**src/rtl/dice_roller.sv**
```systemverilog
// Multi-die roller: a free-running 1..N counter is sampled repeatedly during a
// timed tumble after a roll-button rising edge; the final sample is shown on two
// active-low seven-segment digits.
module dice_roller #(
  parameter int TUMBLE_LEN   = 8,
  parameter int TUMBLE_STEP  = 4,
  parameter bit LEADING_ZERO = 1'b1
) (
  input  logic       clk,
  input  logic       reset,
  input  logic       roll,
  input  logic [2:0] die_sel,
  output logic [6:0] dicenum,
  output logic [6:0] seg_tens,
  output logic [6:0] seg_ones,
  output logic       busy,
  output logic       done,
  output logic [1:0] state_dbg
);

  localparam logic [1:0] IDLE   = 2'd0;
  localparam logic [1:0] TUMBLE = 2'd1;
  localparam logic [1:0] SHOW   = 2'd2;

  localparam logic [7:0] STEP_LAST = 8'(TUMBLE_STEP - 1);
  localparam logic [7:0] LEN_INIT  = 8'(TUMBLE_LEN);

  localparam logic [6:0] SEG_DASH  = 7'h3F;
  localparam logic [6:0] SEG_BLANK = 7'h7F;

  function automatic logic [6:0] sides_of(input logic [2:0] sel);
    logic [6:0] n;
    case (sel)
      3'd0:    n = 7'd4;
      3'd1:    n = 7'd6;
      3'd2:    n = 7'd8;
      3'd3:    n = 7'd10;
      3'd4:    n = 7'd12;
      default: n = 7'd20;
    endcase
    return n;
  endfunction

  function automatic logic [6:0] seg_digit(input logic [3:0] d);
    logic [6:0] s;
    case (d)
      4'd0:    s = 7'h40;
      4'd1:    s = 7'h79;
      4'd2:    s = 7'h24;
      4'd3:    s = 7'h30;
      4'd4:    s = 7'h19;
      4'd5:    s = 7'h12;
      4'd6:    s = 7'h02;
      4'd7:    s = 7'h78;
      4'd8:    s = 7'h00;
      4'd9:    s = 7'h10;
      default: s = SEG_BLANK;
    endcase
    return s;
  endfunction

  logic [1:0] state;
  logic       roll_q;
  logic       roll_edge;
  logic [6:0] cnt;
  logic [6:0] cnt_lim;
  logic [6:0] sides_l;
  logic [7:0] div;
  logic [7:0] updates_left;
  logic [3:0] tens_d;
  logic [3:0] ones_d;

  assign state_dbg = state;
  assign roll_edge = roll & ~roll_q;

  // During a tumble the limit is latched, so die_sel changes cannot bias the roll.
  always_comb begin
    cnt_lim = sides_of(die_sel);
    if (state == TUMBLE) cnt_lim = sides_l;
  end

  always_ff @(posedge clk) begin
    if (reset) begin
      cnt <= 7'd1;
    end else if (cnt >= cnt_lim) begin
      cnt <= 7'd1;
    end else begin
      cnt <= cnt + 7'd1;
    end
  end

  // roll_q resets high so a button held through reset needs a release first.
  always_ff @(posedge clk) begin
    if (reset) begin
      state        <= IDLE;
      roll_q       <= 1'b1;
      dicenum      <= 7'd0;
      sides_l      <= 7'd20;
      div          <= 8'd0;
      updates_left <= 8'd0;
      busy         <= 1'b0;
      done         <= 1'b0;
    end else begin
      roll_q <= roll;
      done   <= 1'b0;
      case (state)
        IDLE, SHOW: begin
          if (roll_edge) begin
            state        <= TUMBLE;
            busy         <= 1'b1;
            sides_l      <= sides_of(die_sel);
            div          <= 8'd0;
            updates_left <= LEN_INIT;
          end
        end
        TUMBLE: begin
          if (div == STEP_LAST) begin
            dicenum      <= cnt;
            div          <= 8'd0;
            updates_left <= updates_left - 8'd1;
            if (updates_left == 8'd1) begin
              state <= SHOW;
              busy  <= 1'b0;
              done  <= 1'b1;
            end
          end else begin
            div <= div + 8'd1;
          end
        end
        default: begin
          state <= IDLE;
          busy  <= 1'b0;
        end
      endcase
    end
  end

  always_comb begin
    tens_d = 4'(dicenum / 7'd10);
    ones_d = 4'(dicenum % 7'd10);
  end

  always_comb begin
    seg_tens = SEG_DASH;
    seg_ones = SEG_DASH;
    if (state != IDLE) begin
      seg_ones = seg_digit(ones_d);
      if (tens_d == 4'd0 && LEADING_ZERO == 1'b0) seg_tens = SEG_BLANK;
      else                                        seg_tens = seg_digit(tens_d);
    end
  end

endmodule
```
**config.mk**
```make
export PLATFORM = sky130hd
export DESIGN_NAME = dice_roller
export DESIGN_NICKNAME = d
export VERILOG_FILES = /design/src/rtl/dice_roller.sv
export SDC_FILE = /design/constraint.sdc
export NUM_CORES = 1
export LEC_CHECK = 0
export BUFFER_PORTS_ARGS = -buffer_cell sky130_fd_sc_hd__clkbuf_2
export CORE_UTILIZATION = 45
export DETAILED_ROUTE_END_ITERATION = 7
export PLACE_DENSITY = 0.69
export SYNTH_ARGS = -nofsm -noshare
export SYNTH_HDL_FRONTEND = slang
export SYNTH_SLANG_ARGS = --single-unit
```
**constraint.sdc**
```tcl
create_clock -name clk -period 5.2 [get_ports clk]
set_clock_uncertainty 0.1 [all_clocks]
set_input_delay 1.04 -clock clk [delete_from_list [all_inputs] [get_ports clk]]
set_output_delay 1.04 -clock clk [all_outputs]
set_load 0.005 [all_outputs]
```
# After elaboration in Yosys (flattened, before gate mapping)
# Memories as Yosys holds them, arrays and structs flattened.
# Cells that the tools add are included.
# word_totals
n_memories	2
mem_bits_ro	224
wordCells	63
input_bits	6
register_bits	42
out_inout_bits	25
# memory_table
memory	depth	width	read_ports	rd_ports_with_merged_regs	write_ports	line	source
(name not given)	16	7	1	0	0	46	case (d)
(name not given)	16	7	1	0	0	46	
# op_classes
n_reduce_logical	12
n_eq_ne	11
addsub	3
n_lt_le_gt_ge	1
n_div	2
mux	19
bitwise_logic	4
# op_table
op	count
2-to-1 mux 8 bit	4
one-hot mux 8 bit (2 select lines)	2
one-hot mux 5 bit (5 select lines)	1
2-to-1 mux 7 bit	3
adder 8 x 1 -> 8 bit, second input constant	1
equality test 8 x 1 -> 1 bit, second input constant	1
equality test 8 x 2 -> 1 bit, second input constant	1
subtractor 8 x 1 -> 8 bit, second input constant	1
adder 7 x 1 -> 7 bit, second input constant	1
divider 7 x 4 -> 7 bit, second input constant	1
greater-or-equal comparator 7 bit	1
remainder unit 7 x 4 -> 7 bit, second input constant	1
equality test 3 x 2 -> 1 bit, second input constant	2
2-to-1 mux 2 bit	3
AND reduction 2 bit	3
AND reduction 3 bit	2
2-to-1 mux 1 bit	4
!= test 2 x 1 -> 1 bit, second input constant	2
one-hot mux 2 bit (2 select lines)	1
nonzero test 2 bit	2
OR reduction 2 bit	2
equality test 3 x 1 -> 1 bit, second input constant	1
equality test 3 bit, second input constant	1
logical NOT 3 bit	1
other kinds (8)	10

# Longest topological paths before layout
# depth
ltp_word	5
ltp_mapped	14
depth_no_buf	11

# Worst setup path before layout
# No wires, ideal clock.
# synth_timing
kind	register to output
from	register dicenum[3]
to	output port seg_ones[0]
t_arrival_ns	3.329
path_slack_ns	0.731
path_stages_with_launch	13
required_time_ns	4.060
path_buffers	2
path_cell_list	dfxtp_1 -> buf_2 -> buf_1 -> nand3b_1 -> a31oi_1 -> a221oi_1 -> ha_1 -> nand2b_1 -> nor4bb_1 -> or3_1 -> or4_4 -> or4b_1 -> o211a_1
# synth_between
elab_chain_cells	3
# synth_rtl
item	line	source
from (decl)	13	output logic [6:0] dicenum,
from (signal assigned)	118	dicenum <= cnt;
remainder unit 7 x 4 -> 7 bit	140	ones_d = 4'(dicenum % 7'd10);
memory read (16 x 7 bit)	-	
2-to-1 mux 7 bit	146	if (state != IDLE) begin
to (decl)	15	output logic [6:0] seg_ones,
# No other way between the ends.

# Worst setup path after layout
# layout_timing
from	register dicenum[2]
to	output port seg_ones[3]
# Same word-level chain as after synthesis.

==> impl_metrics.ini <==
[min_path]
hp-class = reg -> reg

[cts]
post_cts_buffers = 0
max-clock-path-buffers = 2
insertion_delay_ns = 0.30
cts_max_level = 2
cts_hold_buf = 0
cts_tree = yes
clk_pin_slew_ns = 0.08
cts_root_buffer = clkbuf_8
post_cts_resized = 0
clock_sinks = 39
cts-buffers-inserted = 5

[critical_path]
critPathLaunch = dicenum[2]
critPathLaunchType = flip-flop
crit_type = reg -> out
rrSetupSlack_ns = 2.51
worstReg2RegEnd = cnt[4]
ff2ff_path_depth = 10
worstPathMaxFanout = 12
worst_ep_required_time_ns = 4.06
crit_path_end_kind = primary output
arrival_ns = 3.84
r2r-start = state_dbg[0]
crit_end = seg_ones[3]

[global_routing]
grt-ovfl-total = 0
antenna_found_initial = 0
grt_usage = 0.2146
grt_max_degree = 30
grt_pass1_wl_mm = 11.22
grt_pass1_vias = 2512

[place]
io_buffers = 30
globalplace.congestion = 0.8937
hpwl_mm = 5.075
pre_cts_slack_ns = 0.3465

[cells_and_area]
final_cell_mix = nor2_1, dfxtp_1, nand2_1
drive_gt1_frac = 0.1571
num_antenna_cells = 0
layout_commonest_cell = nor2_1
fin_nets = 425
final_core_util = 0.5295
area_growth_pct = 11.84

[timing]
fmax_mhz = 200.9
setup_ws_ns = 0.2222
finalHoldViolCount = 0
min_period_over_period = 0.9573
slew_headroom = 0.2817
worst_pin_slew_ns = 1.075
drv_slew = 0
final.setup.tns_ns = 0
period_needed_ns = 4.978
grt_setup_unrepaired = false
setup-violations-final = 0

[die]
die_h_um = 81.62
coreArea_sq_mm = 0.006026
num_rows = 28
start_util = 0.4734
io-pin-count = 31
die-area_sq_mm = 0.006662
chipWidth_um = 81.62

[routing]
ant_nets = 0
drcViolationCount = 0
dr.pass1.iters = 4
via_count = 2830
vias_per_cell = 5.945
wl_per_cell_um = 14.27
drt_iter0_drc = 157
routed_wl_mm = 6.791

[flow_run]
maxCapViolations = 0

[logic_synthesis]
syn_nets = 399
synth_edf_count = 0
seq_area_frac_synth = 0.2737
yosysUniqueCellTypes = 63
syn_area_per_cell_sq_um = 7.628
yosys_warnings = 0
synth_area_sq_mm = 0.002853
ys_seq_elements = 39
synthCells = 374
synth_flop_cell = dfxtp_1
async_flop_share = 0

[outcome]
status = completed

[power_and_ir_drop]
p_leak_nw = 1.262
ir_worst_vdd_mv = 0.1588
p_per_area_mw_per_mm2 = 192.5
power_mw = 0.6143
## area by class of cell
| cell class | instances | area, sq um |
|---|---|---|
| Clock buffer | 5 | 68.82 |
| Clock inverter | 3 | 43.79 |
| Multi-Input combinational cell | 302 | 1941 |
| Inverter | 15 | 56.30 |
| Fill cell | 621 | 2835 |
| Timing Repair Buffer | 37 | 202.7 |
| Tap cell | 75 | 93.84 |
| Sequential cell | 39 | 784.5 |
## per-stage QoR
step / cells / hold WS [ns] / cell area (sq um)
2_1_floorplan: 374 / 0.3053 / 2853
3_3_place_gp: 468 / 0.3400 / 3072
3_5_place_dp: 468 / 0.3471 / 3072
4_1_cts: 476 / 0.3588 / 3184
5_1_grt: 476 / 0.3723 / 3191
6_report: 476 / 0.3602 / 3191
## metal layers
| layer | global-route usage | vias to the layer above | wire length, um | part of all wire |
|---|---|---|---|---|
| met5 | 0 | - | 0 | 0 |
| met4 | 0.06316 | 0 | 71 | 0.010 |
| met3 | 0.03111 | 7 | 200 | 0.029 |
| met2 | 0.3800 | 52 | 3280 | 0.48 |
| met1 | 0.2677 | 1356 | 3238 | 0.48 |
| li1 | - | 1415 | - | - |
## synth_stat cells, types with 3 or more instances
library cell,number,area [sq um]
a211o_1,3,26.28
a211oi_1,3,22.52
a21oi_1,32,160.2
a311oi_1,3,26.28
a31oi_1,6,37.54
and3_1,6,37.54
buf_2,8,40.04
clkbuf_1,9,33.78
dfxtp_1,39,780.8
ha_1,19,237.7
inv_1,12,45.04
inv_2,3,11.26
nand2_1,34,127.6
nand2b_1,6,37.54
nand3_1,15,75.07
nand3b_1,12,90.09
nor2_1,41,153.9
nor2b_1,4,25.02
nor3_1,10,50.05
nor4_1,4,25.02
o211a_1,5,50.05
o21a_1,3,22.52
o21ai_0,19,95.09
o31ai_1,3,22.52
or2_2,4,25.02
or3_1,8,50.05
xnor2_1,7,61.31
xor2_1,7,61.31
## report_power, final
group          switching, mW  internal, mW  leakage (nW)
Clock                  0.110         0.143        0.0581
Combinational         0.0306        0.0214         0.887
Sequential           0.00545         0.304         0.318
## critical path, stage by stage, from the launching register on
cell and delay [ns]:
dfxtp_1 0.59, inv_2 0.17, xnor2_1 0.18, a221oi_1 0.30
ha_2 0.31, nand2b_1 0.12, nor4bb_1 0.15, or3_1 0.40
or4_4 0.56, or4b_1 0.52, o211a_1 0.15, clkbuf_2 0.11
## registers in the layout, summed over array words and instances, names as in the netlist
| name | flops |
|---|---|
| busy | 1 |
| cnt | 7 |
| dicenum | 7 |
| div | 8 |
| done | 1 |
| roll_q | 1 |
| sides_l | 4 |
| state_dbg | 2 |
| updates_left | 8 |
## kinds of logic (layout without fill, tap and decap cells)
logic type,Yosys count,in the layout,synth area share
DFF,39,39,0.2737
buffers and inverters,33,60,0.04693
and+or+nand+nor,165,165,0.3083
other,1,1,0.001315
xor gates and xnor gates,14,14,0.04298
adders and majority gates,19,19,0.08333
muxes,2,2,0.007456
AOI/OAI and AO/OA,101,101,0.2360
## worst min path at each step
stage / from / to / cells after the start
6_report: sides_l[1] / sides_l[1] / 2
4_1_cts: sides_l[1] / sides_l[1] / 2
5_1_grt: sides_l[1] / sides_l[1] / 2
3_5_place_dp: sides_l[1] / sides_l[1] / 2
3_3_place_gp: updates_left[1] / updates_left[1] / 2
2_1_floorplan: cnt[0] / cnt[0] / 1
Power figures use the tool's default switching activity.
